### config.mk
export PLATFORM = sky130hd
export DESIGN_NAME = instr_encoder
export DESIGN_NICKNAME = d
export VERILOG_FILES = /design/src/rtl/instr_encoder.sv
export SDC_FILE = /design/constraint.sdc
export NUM_CORES = 1
export LEC_CHECK = 0
export ABC_AREA = 1
export CAP_MARGIN = 10
export CORE_ASPECT_RATIO = 0.7
export CORE_MARGIN = 5
export CORE_UTILIZATION = 50
export DETAILED_ROUTE_END_ITERATION = 10
export PLACE_DENSITY = 0.87
export SLEW_MARGIN = 0
export SYNTH_ARGS = -nofsm -noshare
export SYNTH_HDL_FRONTEND = slang
export SYNTH_SLANG_ARGS = --single-unit
### constraint.sdc
create_clock -name clk -period 3 [get_ports clk]
set_input_delay 0.3 -clock clk [delete_from_list [all_inputs] [get_ports clk]]
set_output_delay 0.3 -clock clk [all_outputs]
set_load 0.005 [all_outputs]
### src/rtl/instr_encoder.sv
// RV32I field-level encoder: packs LW/SW/R-type/BEQ requests into 32-bit words
// and queues them in a small FIFO for the downstream consumer.
module instr_encoder #(
  parameter int DEPTH = 4,
  parameter int CNT_W = 16
) (
  input  logic             clk,
  input  logic             rst,
  input  logic             in_valid,
  output logic             in_ready,
  input  logic [1:0]       kind,
  input  logic [4:0]       rd,
  input  logic [4:0]       rs1,
  input  logic [4:0]       rs2,
  input  logic [2:0]       funct3,
  input  logic [6:0]       funct7,
  input  logic [12:0]      imm,
  output logic             out_valid,
  input  logic             out_ready,
  output logic [31:0]      instr,
  output logic             err,
  output logic [CNT_W-1:0] enc_count,
  output logic [CNT_W-1:0] err_count
);

  localparam int AW = $clog2(DEPTH);
  localparam logic [AW:0] FULL_CNT = (AW+1)'(DEPTH);

  logic [31:0]      r_mem [DEPTH];
  logic [AW-1:0]    r_wr_ptr;
  logic [AW-1:0]    r_rd_ptr;
  logic [AW:0]      r_count;
  logic             r_err;
  logic [CNT_W-1:0] r_enc_cnt;
  logic [CNT_W-1:0] r_err_cnt;

  logic        w_full;
  logic        w_empty;
  logic        w_accept;
  logic        w_reject;
  logic        w_push;
  logic        w_pop;
  logic [31:0] w_word;

  // Handshakes are strict valid/ready: a transfer happens on a rising edge where
  // both are high. in_ready depends only on FIFO occupancy, so a full FIFO blocks
  // the push even if the head is popped that same cycle. Rejected requests still
  // complete their handshake but are never written.
  assign w_full    = (r_count == FULL_CNT);
  assign w_empty   = (r_count == '0);
  assign in_ready  = !w_full;
  assign w_accept  = in_valid && in_ready;
  assign w_push    = w_accept && !w_reject;
  assign out_valid = !w_empty;
  assign w_pop     = out_valid && out_ready;
  assign instr     = w_empty ? 32'd0 : r_mem[r_rd_ptr];
  assign err       = r_err;
  assign enc_count = r_enc_cnt;
  assign err_count = r_err_cnt;

  always_comb begin
    w_word   = 32'd0;
    w_reject = 1'b0;
    case (kind)
      2'd0: begin
        w_word   = {imm[11:0], rs1, 3'b010, rd, 7'b0000011};
        w_reject = (imm[12] != imm[11]);
      end
      2'd1: begin
        w_word   = {imm[11:5], rs2, rs1, 3'b010, imm[4:0], 7'b0100011};
        w_reject = (imm[12] != imm[11]);
      end
      2'd2: begin
        w_word = {funct7, rs2, rs1, funct3, rd, 7'b0110011};
      end
      default: begin
        w_word   = {imm[12], imm[10:5], rs2, rs1, 3'b000, imm[4:1], imm[11], 7'b1100011};
        w_reject = imm[0];
      end
    endcase
  end

  // Storage carries no reset; occupancy alone decides what is visible.
  always_ff @(posedge clk) begin
    if (w_push) begin
      r_mem[r_wr_ptr] <= w_word;
    end
  end

  always_ff @(posedge clk) begin
    if (rst) begin
      r_wr_ptr  <= '0;
      r_rd_ptr  <= '0;
      r_count   <= '0;
      r_err     <= 1'b0;
      r_enc_cnt <= '0;
      r_err_cnt <= '0;
    end else begin
      r_err <= w_accept && w_reject;
      if (w_push) begin
        r_wr_ptr  <= r_wr_ptr + AW'(1);
        r_enc_cnt <= r_enc_cnt + CNT_W'(1);
      end
      if (w_pop) begin
        r_rd_ptr <= r_rd_ptr + AW'(1);
      end
      case ({w_push, w_pop})
        2'b10:   r_count <= r_count + (AW+1)'(1);
        2'b01:   r_count <= r_count - (AW+1)'(1);
        default: r_count <= r_count;
      endcase
      if (w_accept && w_reject && (r_err_cnt != '1)) begin
        r_err_cnt <= r_err_cnt + CNT_W'(1);
      end
    end
  end

endmodule

==> out/metrics.yaml, run 1 <==
logic_synthesis:
  synth_edf_count: 112
  synth_top_cell_by_area: "edfxtp_1"
  yosysUniqueCellTypes: 32
  yosysSeqAreaShare: 0.611
  synth_area_um2: 6890
  synth_area_leaders: "edfxtp_1, dfxtp_1, nor2_1, nand2_1, o21ai_0"
  synthCells: 739
  ys_seq_elements: 154
  synthFlopType: "edfxtp_1"
  avgSynthCellArea_um2: 9.32
  synth-warning-count: 0
  yosysTopAreaCellShare: 0.488
  async_flop_share: 0
cells_and_area:
  syn2layout_area_growth_pct: 27.4
  drive_gt1_frac: 0.0844
  finalInstanceArea_um2: 8770
  antenna_cells: 0
  num-nets-final: 904
  fillCellCount: 1059
clock_tree:
  cts_resized: 0
  postCtsHoldBufs: 0
  cts_buffer_depth: 2
  cts.sinks: 154
  cts_tree: "built"
  post_cts_buffers: 0
  cts-root-buf: "clkbuf_16"
  numCtsBuffers: 17
  htree_levels: 4
  clk_pin_slew_worst_paths_ns: 0.06
  clk_latency_ns: 0.42
power_and_ir_drop:
  peakVddDrop_mv: 0.693
  p_comb_frac: 0.287
  total_power_uw: 6430
  power_density_nw_per_um2: 733
  p_sw_uw: 2030
  p_leak_uw: 0.00323
  switching_share: 0.315
  seq_power_share: 0.390
  p_int_uw: 4400
  clkPwrFrac: 0.323
place:
  place_congestion: 0.817
  port_buffers: 108
  place_area_um2: 8190
  dp_hpwl_um: 11000
grt:
  grt_pass1_wl_um: 26100
  grt_pass1_vias: 5157
  grt_max_degree: 29
  antenna_found_initial: 0
  grt_use_total: 0.206
  grt_overflow_total: 0
sta:
  rsz0062_at_grt: "false"
  timing.final.crit_share: 0.926
  hold_viol_final: 0
  fmax_ghz: 0.360
  fin_tns_setup_ns: 0
  setup_viol: 0
  skew_ns: 0.0106
  slew_headroom: 0.605
  drv_slew: 0
  layout_min_cycle_time_ns: 2.78
  tightest_slew_ns: 0.591
route:
  drtPass1Iterations: 5
  remaining_drc_errors: 0
  ant_nets: 0
  wl_um: 16400
  avgRoutedWirePerCell_um: 15.6
  dr_total_vias: 5400
  routed_via_density: 5.14
  drtIter0Drc: 396
worst_setup_path:
  cp_max_fo: 28
  crit_type: "flop to output pin"
  critPathArrivalTime_ns: 2.48
  crit_path_start_kind: "flop"
  required_ns: 2.70
  end_kind: "output pin"
  r2r_slack_ns: 0.89
  regToRegStartpoint: "r_count[1]"
floorplan:
  dieWidth_um: 150
  die_area_um2: 16300
  pin_count: 111
  start_util: 0.517
  coreArea_um2: 13300
  rows: 35
  die_h_um: 108
hold_path:
  hold_class: "flop to flop"
  hp-start: "r_rd_ptr[1]"
status:
  status: "complete, no violations"
run:
  drv_cap: 0
## cell usage after synthesis (2+ instances only)
cell type,count
nor2_4,3
nor3_1,2
buf_2,7
nand3_1,34
o21ai_1,3
buf_1,4
buf_6,2
nand2_1,125
ha_1,7
dfxtp_1,42
inv_1,43
nand4_1,5
nor2_8,2
inv_2,4
edfxtp_1,112
nor2_1,177
a21oi_1,62
buf_4,8
clkbuf_1,12
nand2_2,2
nand2_4,4
xnor2_1,2
o21ai_0,68
## flip-flops by register name (all words and copies together), names as in the netlist, named ones only
register and flops:
r_mem 112, enc_count 16, err_count 16, r_count 3, r_rd_ptr 2, r_wr_ptr 2, err 1
## power groups by stage
stage	sequential [uW]	clock, uW	combinational (uW)
after detailed placement	2550	0	1840
after global routing	2520	2210	2040
final	2510	2080	1840
after global placement	2540	0	1810
after CTS	2510	2120	1850
after floorplan	2520	0	933
## placed cells by master (no fill, tap or decap), types with 17 or more instances in the layout
| master | count |
|---|---|
| o21ai_0 | 68 |
| clkdlybuf4s50_1 | 108 |
| nand3_1 | 34 |
| clkbuf_16 | 17 |
| dfxtp_1 | 41 |
| a21oi_1 | 62 |
| inv_1 | 43 |
| buf_4 | 18 |
| nand2_1 | 125 |
| nor2_1 | 173 |
| edfxtp_1 | 112 |
## worst paths after layout
| kind | cells past startpoint | endpoint |
|---|---|---|
| worst max-delay path | 6 | instr[10] |
| worst min-delay path | 2 | flop |
| worst max register to register | 11 | r_count[2] |
| worst min register to register | 2 | flop |
## cell families (layout without fill, tap and decap cells)
kind of cell,count (synthesis),in the layout,share of synthesized area
XOR/XNOR,3,3,0.00382
flip-flops,154,154,0.611
AO/OA/AOI/OAI,135,135,0.0990
adder cells (fa/ha/maj),8,8,0.0156
AND/OR/NAND/NOR,357,357,0.218
buffers and inverters,81,206,0.0525
other,1,2,0.000545
## cell type report
class                      count  area (um2)  share of cell area
sequential                   154        4210               0.479
multi-input combinational    505        2340               0.267
timing repair buffer         127        1240               0.141
clock buffer                  17         425              0.0485
tap                          185         231              0.0264
inverter                      47         176              0.0201
clock inverter                15         159              0.0181
## through the flow
| stage | hold slack (ns) | std cells | utilization | setup slack [ns] |
|---|---|---|---|---|
| floorplan | 0.399 | 740 | - | 0.403 |
| global placement | 0.450 | 1018 | 0.615 | 0.621 |
| detailed placement | 0.461 | 1018 | 0.615 | 0.574 |
| CTS | 0.467 | 1050 | 0.659 | 0.226 |
| global route | 0.498 | 1050 | 0.659 | 0.137 |
| finish | 0.465 | 1050 | 0.659 | 0.223 |
## critical path, stage by stage (launching register included)
cell and delay, ns:
dfxtp_1 0.35, buf_4 0.24, inv_2 0.28, nor2_1 0.21, o21ai_0 0.12, a21oi_1 0.29
clkdlybuf4s50_1 0.57
## layer usage
layer,GRT usage,share of wire
met5,0,0
met4,0.0411,0.0094
met3,0.0536,0.069
met2,0.335,0.47
met1,0.283,0.45
Power figures use the tool's default switching activity.
==> inputs of run 2 (changes only) <==
Settings changed: CORE_ASPECT_RATIO 0.7 to 2.
==> run 2 against run 1 <==
- global-route usage increased by 1.2 points
- clock power about the same
- utilization decreased by 1.7 points
- cell count decreased by 3.4%
- power about the same
- critical endpoint is now instr[29]
- maximum frequency increased by 2.9%
==> out/metrics.yaml, run 2 (synthesis results as in run 1) <==
cells_and_area:
  antenna_cells: 0
  syn2layout_area_growth_pct: 25.9
  final_util: 0.642
  fin_cells: 1014
  num-nets-final: 898
  largest_reg_flops: 112
  top_register: "r_mem"
  final_cell_mix: "nor2_1, nand2_1, edfxtp_1"
  multiInputGateArea_um2: 2330
  regArea_um2: 4210
  fillCellCount: 1044
  drive_gt1_frac: 0.0768
  final_common_cell: "nor2_1"
  finalInstanceArea_um2: 8670
worst_setup_path:
  max_stage_delay_ns: 0.55
  cp_cell_sequence: "inv_2, buf_4, o21ai_0, a21oi_1, clkdlybuf4s50_1"
  crit_path_start_kind: "flop"
  path_buf_inv: 3
  regToRegStartpoint: "r_count[1]"
  crit_type: "flop to output pin"
  end_kind: "output pin"
  cp_max_fo: 36
  r2r_slack_ns: 0.87
  critical_path.top_delay_family: "buffers and inverters"
  reg2reg_depth: 11
  critPathArrivalTime_ns: 2.40
  r2r_end: "r_count[2]"
  required_ns: 2.70
  crit_slowest_cell: "clkdlybuf4s50_1"
sta:
  drv_slew: 0
  layout_min_cycle_time_ns: 2.70
  timing.final.crit_share: 0.900
  layout_setup_ws_ns: 0.301
  slew_headroom: 0.619
  skew_ns: 0.0104
  tightest_slew_ns: 0.571
  hold_viol_final: 0
  rsz0062_at_grt: "false"
  fmax_ghz: 0.370
  fin_tns_setup_ns: 0
  setup_viol: 0
clock_tree:
  post_cts_buffers: 0
  cts_tree: "built"
  cts.sinks: 154
  cts_buffer_depth: 2
  numCtsBuffers: 17
  postCtsHoldBufs: 0
  cts_resized: 0
  htree_levels: 4
  clk_pin_slew_worst_paths_ns: 0.06
  clk_latency_ns: 0.42
  cts-root-buf: "clkbuf_16"
place:
  place_worst_setup_slack_ns: 0.471
  place_area_um2: 8090
  dp.cells: 982
  port_buffers: 108
  place_congestion: 0.826
  dp_hpwl_um: 11400
floorplan:
  die_h_um: 176
  pin_count: 111
  die_area_um2: 16400
  rows: 60
  start_util: 0.510
  dieWidth_um: 93.0
  coreArea_um2: 13500
grt:
  grt_max_degree: 37
  grt_pass1_wl_um: 28000
  grt_pass1_vias: 5656
  grt_use_total: 0.219
  antenna_found_initial: 0
  grt_overflow_total: 0
run:
  drv_cap: 0
hold_path:
  min_path_cells: 2
  hold_class: "flop to flop"
  hold_end: "r_rd_ptr[1]"
  hp-start: "r_rd_ptr[1]"
power_and_ir_drop:
  peakVddDrop_mv: 0.569
  p_leak_uw: 0.00319
  power_density_nw_per_um2: 742
route:
  avgRoutedWirePerCell_um: 16.9
  dr_total_vias: 5534
  drtIter0Drc: 292
  remaining_drc_errors: 0
  drtPass1Iterations: 7
  wl_um: 17200
  ant_nets: 0
  routed_via_density: 5.46
status:
  status: "complete, no violations"
==> run 2: area by class of cell <==
type,count,area share
Inverter,47,0.0203
Multi-Input combinational cell,505,0.269
Sequential cell,154,0.485
Tap cell,155,0.0224
Timing Repair Buffer,121,0.136
Clock inverter,14,0.0179
Clock buffer,18,0.0495
==> run 2: routing by layer <==
metal | wire (um) | track usage | vias to the layer above
met5 | 0 | 0 | -
met4 | 211 | 0.0716 | 0
met3 | 1100 | 0.0550 | 17
met2 | 9530 | 0.405 | 205
met1 | 6340 | 0.240 | 2629
li1 | - | - | 2683
==> run 2: through the flow <==
stage / hold WS (ns) / total power (uW)
after floorplan: 0.399 / 3460
after global placement: 0.455 / 4310
after detailed placement: 0.465 / 4380
after CTS: 0.474 / 6490
after global routing: 0.489 / 6750
final: 0.474 / 6430
==> run 2: worst max path at each step <==
| stage | startpoint | endpoint | depth (start not counted) |
|---|---|---|---|
| final | flop | instr[29] | 5 |
| after global placement | kind[1] | r_count[2] | 12 |
| after detailed placement | kind[1] | r_count[2] | 12 |
| after global routing | flop | instr[29] | 5 |
| after CTS | flop | instr[29] | 5 |
| after floorplan | r_count[1] | r_mem[0][10] | 7 |
==> run 2: power breakdown <==
group / total (uW) / internal, uW / switching (uW)
Clock: 2100 / 1180 / 917
Sequential: 2490 / 2440 / 56.2
Combinational: 1840 / 824 / 1020
==> run 2: worst min-delay path, stage by stage (launching register included) <==
cell and delay (ns):
dfxtp_1 0.30, inv_1 0.05, a21oi_1 0.07
==> inputs of run 3 (changes only) <==
Settings changed: ABC_AREA 1 to 0.
==> run 3 against run 2 <==
- cell area is 1.2% higher
- clock power hardly changed
- maximum frequency is 6.7% higher
- non-clock buffer count is 3 higher
- sequential share of layout area is 0.58 points lower
- cell count is 24% lower
- critical path depth is 1 lower
- largest power group unchanged
- highest routed layer unchanged
==> out/metrics.yaml, run 3 <==
status:
  status: "complete, no violations"
floorplan:
  die_area_um2: 16300
  start_util: 0.509
  dieWidth_um: 92.9
  die_h_um: 176
  coreArea_um2: 13500
  rows: 60
  pin_count: 111
sta:
  drv_slew: 0
  slew_headroom: 0.433
  rsz0062_at_grt: "false"
  fin_tns_setup_ns: 0
  layout_setup_ws_ns: 0.470
  fmax_ghz: 0.395
  tightest_slew_ns: 0.845
  skew_ns: 0.0121
  setup_viol: 0
  layout_min_cycle_time_ns: 2.53
  timing.final.crit_share: 0.843
  hold_viol_final: 0
worst_setup_path:
  cp_cell_sequence: "buf_12, mux4_2, and2_1, clkdlybuf4s50_1"
  cp_max_fo: 28
  max_stage_delay_ns: 0.58
  end_kind: "output pin"
  crit_path_start_kind: "flop"
  reg2reg_depth: 10
  critPathArrivalTime_ns: 2.23
  regToRegStartpoint: "r_count[2]"
  path_buf_inv: 2
  r2r_end: "r_count[2]"
  required_ns: 2.70
  crit_slowest_cell: "mux4_2"
  critical_path.top_delay_family: "buffers and inverters"
  crit_type: "flop to output pin"
  crit_end: "instr[13]"
  r2r_slack_ns: 0.55
  crit_cells: 4
cells_and_area:
  drive_gt1_frac: 0.176
  syn2layout_area_growth_pct: 27.6
  fillCellCount: 943
  top_register: "r_mem"
  final_cell_mix: "edfxtp_1, clkdlybuf4s50_1, dfxtp_1"
  final_common_cell: "edfxtp_1"
  num-nets-final: 653
  antenna_cells: 0
  largest_reg_flops: 112
grt:
  grt_pass1_wl_um: 23700
  antenna_found_initial: 0
  grt_max_degree: 33
  grt_use_total: 0.187
  grt_overflow_total: 0
  grt_pass1_vias: 4661
route:
  avgRoutedWirePerCell_um: 19.2
  wl_um: 14800
  drtIter0Drc: 227
  ant_nets: 0
  remaining_drc_errors: 0
  drtPass1Iterations: 4
  routed_via_density: 5.82
  dr_total_vias: 4478
place:
  dp_hpwl_um: 10200
  place_congestion: 0.816
  port_buffers: 108
  place_worst_setup_slack_ns: 0.273
clock_tree:
  htree_levels: 4
  clk_pin_slew_worst_paths_ns: 0.06
  clk_latency_ns: 0.42
  cts_tree: "built"
  cts_buffer_depth: 2
  cts-root-buf: "clkbuf_16"
  post_cts_buffers: 0
  cts_resized: 0
  numCtsBuffers: 17
  cts.sinks: 154
  postCtsHoldBufs: 0
power_and_ir_drop:
  p_leak_uw: 0.00293
  total_power_uw: 6170
  power_density_nw_per_um2: 702
  peakVddDrop_mv: 0.400
logic_synthesis:
  synthFlopType: "edfxtp_1"
  ys_seq_elements: 154
  yosysTopAreaCellShare: 0.489
  yosysUniqueCellTypes: 58
  async_flop_share: 0
  yosysSeqAreaShare: 0.611
  synthCells: 487
  synth_top_cell_by_area: "edfxtp_1"
  synth_most_common_cell: "edfxtp_1"
  synth-warning-count: 0
  ys_top_cells_by_count: "edfxtp_1, dfxtp_1, and2_1"
  avgSynthCellArea_um2: 14.1
  synth_area_um2: 6880
  synth_edf_count: 112
  synth_area_leaders: "edfxtp_1, dfxtp_1, mux4_2, and2_1, mux2_2"
run:
  drv_cap: 0
hold_path:
  hold_class: "flop to flop"
-- run 3: cell count changes after synthesis, moves of 13 or more --
cell     previous run  this run
a21oi_1            62        27
and2_1              0        34
inv_1              43        13
mux2_2              0        13
mux4_2              0        28
nand2_1           125        29
nand3_1            34        13
nor2_1            177        24
o21ai_0            68         9
o31ai_1             0        15
or4_1               0        15
-- run 3: layout make-up --
cell class | instances | area [um2] | share of cell area
timing repair buffer | 124 | 1280 | 0.145
tap | 155 | 194 | 0.0221
inverter | 14 | 52.6 | 0.00599
sequential | 154 | 4210 | 0.479
multi-input combinational | 290 | 2450 | 0.280
clock buffer | 17 | 425 | 0.0485
clock inverter | 15 | 170 | 0.0194
-- run 3: cells by family (layout without fill, tap and decap cells) --
kind of cell | after synthesis | in the layout | share of synthesized area
AOI/OAI and AO/OA | 59 | 59 | 0.0566
xor gates and xnor gates | 5 | 5 | 0.00746
adders and majority gates | 8 | 8 | 0.0156
buffers and inverters | 44 | 170 | 0.0326
DFF | 154 | 154 | 0.611
muxes | 49 | 49 | 0.127
other | 1 | 2 | 0.000545
and+or+nand+nor | 167 | 167 | 0.149
-- run 3: layer usage --
layer / track usage / up-vias / share of wire
met5: 0 / - / 0
met4: 0.0691 / 0 / 0.022
met3: 0.0390 / 24 / 0.043
met2: 0.366 / 128 / 0.58
met1: 0.189 / 2237 / 0.35
li1: - / 2089 / -
-- run 3: worst min path at each step --
| stage | startpoint | to | slack [ns] | cells past startpoint |
|---|---|---|---|---|
| after floorplan | rs1[0] | r_mem[0][15] | 0.40 | 0 |
| after global placement | enc_count[15] | enc_count[15] | 0.47 | 2 |
| after detailed placement | enc_count[15] | enc_count[15] | 0.49 | 2 |
| after CTS | enc_count[15] | enc_count[15] | 0.51 | 2 |
| after global routing | rs1[0] | r_mem[0][15] | 0.53 | 1 |
| final | enc_count[15] | enc_count[15] | 0.50 | 2 |
-- run 3: where the power goes --
part,internal [uW],switching [uW]
registers,2400,49.6
clock network,1190,935
logic,922,666
total,4510,1650
-- run 3: through the flow --
step,cells,cell area (um2),hold slack (ns),utilization
floorplan,488,6880,0.399,-
global placement,737,8180,0.468,0.605
detailed placement,737,8180,0.493,0.605
CTS,769,8780,0.505,0.650
global route,769,8780,0.525,0.650
finish,769,8780,0.503,0.650
-- run 3: worst min-delay path: cells and delay by family, from the launching register on --
family	cells	cell delay, ns
compound gates	2	0.13
flops	1	0.32
